--- config.mk ---
export PLATFORM = sky130hd
export DESIGN_NAME = if_fetch
export DESIGN_NICKNAME = d
export VERILOG_FILES = /design/src/rtl/if_fetch_pkg.sv /design/src/rtl/if_fetch.sv
export SDC_FILE = /design/constraint.sdc
export NUM_CORES = 1
export LEC_CHECK = 0
export CAP_MARGIN = 20
export CORE_ASPECT_RATIO = 1.2
export CORE_UTILIZATION = 40
export DETAILED_ROUTE_END_ITERATION = 10
export PLACE_DENSITY = 0.81
export RECOVER_POWER = 50
export REMOVE_ABC_BUFFERS = 1
export SLEW_MARGIN = 40
export SYNTH_ARGS = -nofsm -noshare
export SYNTH_HDL_FRONTEND = slang
export SYNTH_SLANG_ARGS = --single-unit
--- constraint.sdc ---
create_clock -name clk -period 2.3 [get_ports clk]
set_input_delay 0.23 -clock clk [delete_from_list [all_inputs] [get_ports clk]]
set_output_delay 0.23 -clock clk [all_outputs]
set_load 0.01 [all_outputs]
--- src/rtl/if_fetch_pkg.sv ---
// Shared fetch-stage definitions: bus widths, control encodings and IF state encodings.
package if_fetch_pkg;

  localparam int unsigned InstAddrBus = 32;
  localparam int unsigned InstBus     = 32;

  localparam logic [InstBus-1:0] ZeroWord = InstBus'(0);

  localparam logic Stop        = 1'b1;
  localparam logic NoStop      = 1'b0;
  localparam logic ChipEnable  = 1'b1;
  localparam logic ChipDisable = 1'b0;

  typedef enum logic {
    IF_S_IDLE = 1'b0,
    IF_S_RUN  = 1'b1
  } if_state_e;

  // Sequential fetch address; wraps modulo 2^32.
  function automatic logic [InstAddrBus-1:0] pc_inc(input logic [InstAddrBus-1:0] pc);
    return pc + InstAddrBus'(4);
  endfunction

endpackage

--- src/rtl/if_fetch.sv ---
// Instruction-fetch stage: owns the PC, drives a request/ack instruction memory port,
// buffers an instruction across pipeline stalls and applies delay-slot branch redirects.
module if_fetch
  import if_fetch_pkg::*;
#(
  parameter logic [InstAddrBus-1:0] RESET_PC = 32'h0000_0000
) (
  input  logic                   clk,
  input  logic                   rst,
  input  logic [5:0]             stall,
  input  logic                   branch_flag_i,
  input  logic [InstAddrBus-1:0] branch_target_i,
  input  logic                   imem_ack_i,
  input  logic [InstBus-1:0]     imem_data_i,
  output logic                   ce_o,
  output logic [InstAddrBus-1:0] imem_addr_o,
  output logic [InstAddrBus-1:0] if_pc,
  output logic [InstBus-1:0]     if_inst,
  output logic                   stallreq_o
);

  if_state_e              r_state;
  if_state_e              w_state_nxt;
  logic [InstAddrBus-1:0] r_pc;
  logic                   r_buf_valid;
  logic [InstBus-1:0]     r_inst_buf;
  logic                   r_redir_pend;
  logic [InstAddrBus-1:0] r_redir_tgt;

  logic                   w_run;
  logic                   w_stop;
  logic                   w_avail;
  logic                   w_advance;
  logic                   w_hold;
  logic                   w_branch_cap;
  logic [InstAddrBus-1:0] w_next_pc;
  logic                   w_unused_stall;

  // Only the fetch-stage bit of the stall vector concerns this stage.
  assign w_unused_stall = ^stall[5:1];

  assign w_run        = (r_state == IF_S_RUN);
  assign w_stop       = (stall[0] == Stop);
  assign w_avail      = w_run & (r_buf_valid | imem_ack_i);
  assign w_advance    = w_avail & ~w_stop;
  assign w_hold       = w_run & imem_ack_i & ~r_buf_valid & w_stop;
  assign w_branch_cap = w_run & branch_flag_i & ~w_advance;

  // A live branch overrides an older pending redirect.
  always_comb begin
    w_next_pc = pc_inc(r_pc);
    if (branch_flag_i) begin
      w_next_pc = branch_target_i;
    end else if (r_redir_pend) begin
      w_next_pc = r_redir_tgt;
    end
  end

  always_ff @(posedge clk) begin
    if (!rst) begin
      r_state <= IF_S_IDLE;
    end else begin
      r_state <= w_state_nxt;
    end
  end

  // Next state and port outputs; idle spends one cycle with the memory disabled.
  always_comb begin
    w_state_nxt = r_state;
    ce_o        = ChipDisable;
    if_inst     = ZeroWord;
    stallreq_o  = 1'b0;
    case (r_state)
      IF_S_IDLE: begin
        w_state_nxt = IF_S_RUN;
      end
      IF_S_RUN: begin
        ce_o       = r_buf_valid ? ChipDisable : ChipEnable;
        stallreq_o = ~(r_buf_valid | imem_ack_i);
        if (r_buf_valid) begin
          if_inst = r_inst_buf;
        end else if (imem_ack_i) begin
          if_inst = imem_data_i;
        end
      end
      default: begin
        w_state_nxt = IF_S_IDLE;
      end
    endcase
  end

  assign imem_addr_o = r_pc;
  assign if_pc       = r_pc;

  always_ff @(posedge clk) begin
    if (!rst) begin
      r_pc         <= RESET_PC;
      r_buf_valid  <= 1'b0;
      r_inst_buf   <= ZeroWord;
      r_redir_pend <= 1'b0;
      r_redir_tgt  <= InstAddrBus'(0);
    end else if (w_advance) begin
      r_pc         <= w_next_pc;
      r_buf_valid  <= 1'b0;
      r_redir_pend <= 1'b0;
    end else begin
      if (w_hold) begin
        r_inst_buf  <= imem_data_i;
        r_buf_valid <= 1'b1;
      end
      if (w_branch_cap) begin
        r_redir_pend <= 1'b1;
        r_redir_tgt  <= branch_target_i;
      end
    end
  end

endmodule

==> metrics.cfg <==
[timing]
worst_slew_pin_slew_ns = 1.198
final_hold_viol_count = 0
period_minus_slack_ns = 2.195
max_slew_margin = 0.2014
fin_skew_ns = 0.007191
fmax_mhz = 455.6
grt_setup_unrepaired = false
min_period_over_period = 0.9544
finalSetupViolations = 0
drv_slew = 0

[worst_setup_path]
critPathSlowestCell = dlygate4sd3_1
start_kind = input port
cp_data_arrival_time_ns = 1.97
critPathKind = input port to output port
crit_fanout = 32
endpoint_kind = output port
cpPeakStageDelay_ns = 0.61
worstPathRequired_ns = 2.07
worstPathCellList = dlygate4sd3_1 > o21ai_2 > buf_12 > nor2_1 > clkdlybuf4s50_1

[die]
row_count = 46
dieArea_um2 = 13950
core_area_um2 = 13180
io_pins = 172
initial_utilization = 0.4090
die_w_um = 108.0
die_h_um = 129.2

[clocking]
clk_pin_slew_worst_paths_ns = 0.07
numCtsBuffers = 9
post_cts_buffers = 0
cts_resized = 0
h-tree-depth = 3
cts_tree = yes
cts_root_buf = clkbuf_16
cts_buffer_depth = 2
ctsHoldBuffers = 0
cts.sinks = 99
clkLatencyLatePin_ns = 0.34

[global_route]
grt_pass1_vias = 4848
grt_max_degree = 56
grt_pass1_wl_um = 23750
antenna_found_initial = 0
grt_util_all_layers = 0.2155
overflow = 0

[pwr]
power_frac_comb = 0.170
p_switching_mw = 1.038
powerDensity_nw_per_um2 = 548.1
p_leak_nw = 2.767
irDropWorstVdd_uv = 364.4
power.total_mw = 4.037
switching_share = 0.2572
pwr-share-seq = 0.454
internal_power_mw = 2.999
pwr-share-clk = 0.376

[drt]
drc = 0
dr_wl_met2_um = 7264
wl_per_cell_um = 14.87
top_layer = met4
wl_met3_um = 1022
drt_iter0_drc = 385
first_pass_iters = 7
wl_met1_um = 6564
antenna_left = 0
routed_wl_um = 15080
routed_via_density = 5.368
vias = 5443

[yosys]
yosysSeqAreaShare = 0.3677
synth_area_um2 = 5390
synth-edff-count = 0
synth_top_area_share = 0.3677
synth_area_per_cell_um2 = 7.570
synth_area_leaders = dfxtp_1 37%, nand2_1 11%, mux2i_1 7.6%
synthDistinctLibCells = 57
synth_cells = 712
ys_ff_latch = 99
yosys.area.top_type = dfxtp_1
async_flop_share = 0
ys.flop_type = dfxtp_1
ys_warn_count = 0

[layout]
area_delta_synth_final_pct = 36.65
drive_above_1_share = 0.07683
fillers = 1197
layout.nets = 916
regArea_um2 = 1983
final_core_util = 0.5589
diodes = 0
multi_input_comb_area_um2 = 2927

[job]
drv_cap = 0

[placement]
routabilityCongestion = 0.8494
dp_hpwl_um = 10870
numPortBuffers = 166

[run_status]
status = finished, final reports clean

[worst_hold_path]
hp-class = input port to flop

layout by cell type (no fill, tap or decap), types with 3 or more instances in the layout:
cell type	Yosys	layout
a22o_1	6	6
o31ai_1	6	6
clkdlybuf4s50_1	0	119
a21oi_1	79	78
inv_1	10	9
a211oi_1	3	3
nand2b_1	7	7
nor3_1	6	5
buf_4	32	27
or3_1	4	4
mux2i_1	41	41
nand4_1	10	10
and3_1	12	12
dlygate4sd3_1	0	46
clkbuf_16	0	9
nand2_1	164	164
a22oi_1	3	3
dfxtp_1	99	98
o211ai_1	3	3
xor2_1	5	5
o311ai_0	3	3
a32oi_1	5	5
nor4_1	6	6
clkbuf_1	39	4
nand3_1	13	13
a31oi_1	3	3
a21o_1	6	6
o21ai_0	38	38
xnor2_1	5	5
a31o_2	3	3
nor2_1	56	56
per-stage QoR:
stage               setup slack (ns)  cells  TNS, ns  cell area (um^2)  hold WS [ns]
finish                        0.1050   1014        0              7366        0.3628
global route                 0.01056   1014        0              7366        0.3873
CTS                           0.1888   1014        0              7376        0.3502
detailed placement            0.2095    998        0              7079        0.4434
global placement              0.2373    998        0              7079        0.4375
floorplan                     -1.689    632   -61.71              4937        0.2577
cell families (layout without fill, tap and decap cells):
logic type	count (synthesis)	after routing	share of synthesized area
xor+xnor	10	10	0.01625
flops	99	99	0.3677
fa+ha+maj	1	1	0.002321
compound gates	175	175	0.1952
buf+inv	90	224	0.09099
mux	41	41	0.07614
simple gates	296	296	0.2514
critical path: cells and delay by family:
family	cells	cell delay [ns]
buffers and inverters	3	1.31
and+or+nand+nor	1	0.07
AOI/OAI and AO/OA	1	0.33
final timing paths:
kind / start / end / slack [ns] / cells past startpoint
worst max-delay path: imem_ack_i / if_inst[27] / 0.10 / 5
worst min register to register: r_redir_tgt[21] / r_redir_tgt[21] / 0.45 / 2
worst min-delay path: branch_flag_i / r_redir_pend / 0.36 / 3
worst max register to register: if_pc[3] / if_pc[24] / 0.21 / 6
cell type report:
class,instances,area share
multi-input cells,523,0.3973
flip-flops and latches,99,0.2692
repair buffers,198,0.2596
clock buffers,12,0.03346
well taps,168,0.02854
clock inverters,4,0.006795
inverters,10,0.005096
synthesized netlist by cell type (3+ instances only):
cell,instances
a211oi_1,3
a21o_1,6
a21oi_1,79
a22o_1,6
a22oi_1,3
a31o_2,3
a31oi_1,3
a32oi_1,5
and3_1,12
buf_1,4
buf_4,32
clkbuf_1,39
clkbuf_8,3
dfxtp_1,99
inv_1,10
mux2i_1,41
nand2_1,164
nand2b_1,7
nand3_1,13
nand4_1,10
nor2_1,56
nor3_1,6
nor4_1,6
o211ai_1,3
o21ai_0,38
o311ai_0,3
o31ai_1,6
or3_1,4
xnor2_1,5
xor2_1,5
power by group through the flow:
stage	registers [mW]	clock network (mW)	logic, mW
after floorplan	1.89	0	0.269
final	1.83	1.52	0.685
after global placement	1.87	0	0.685
after CTS	1.83	1.55	0.697
after detailed placement	1.87	0	0.694
after global routing	1.84	1.62	0.746
layer usage:
metal	up-vias	track usage
li1	2701	-
met1	2526	0.2614
met2	200	0.3780
met3	16	0.03320
met4	0	0.08783
met5	-	0
sequential cells by signal, summed over array words and instances (netlist names):
register / flops
r_state: 1
r_inst_buf: 32
r_redir_tgt: 32
r_redir_pend: 1
r_buf_valid: 1
if_pc: 32
(Power assumes the default switching activity.)
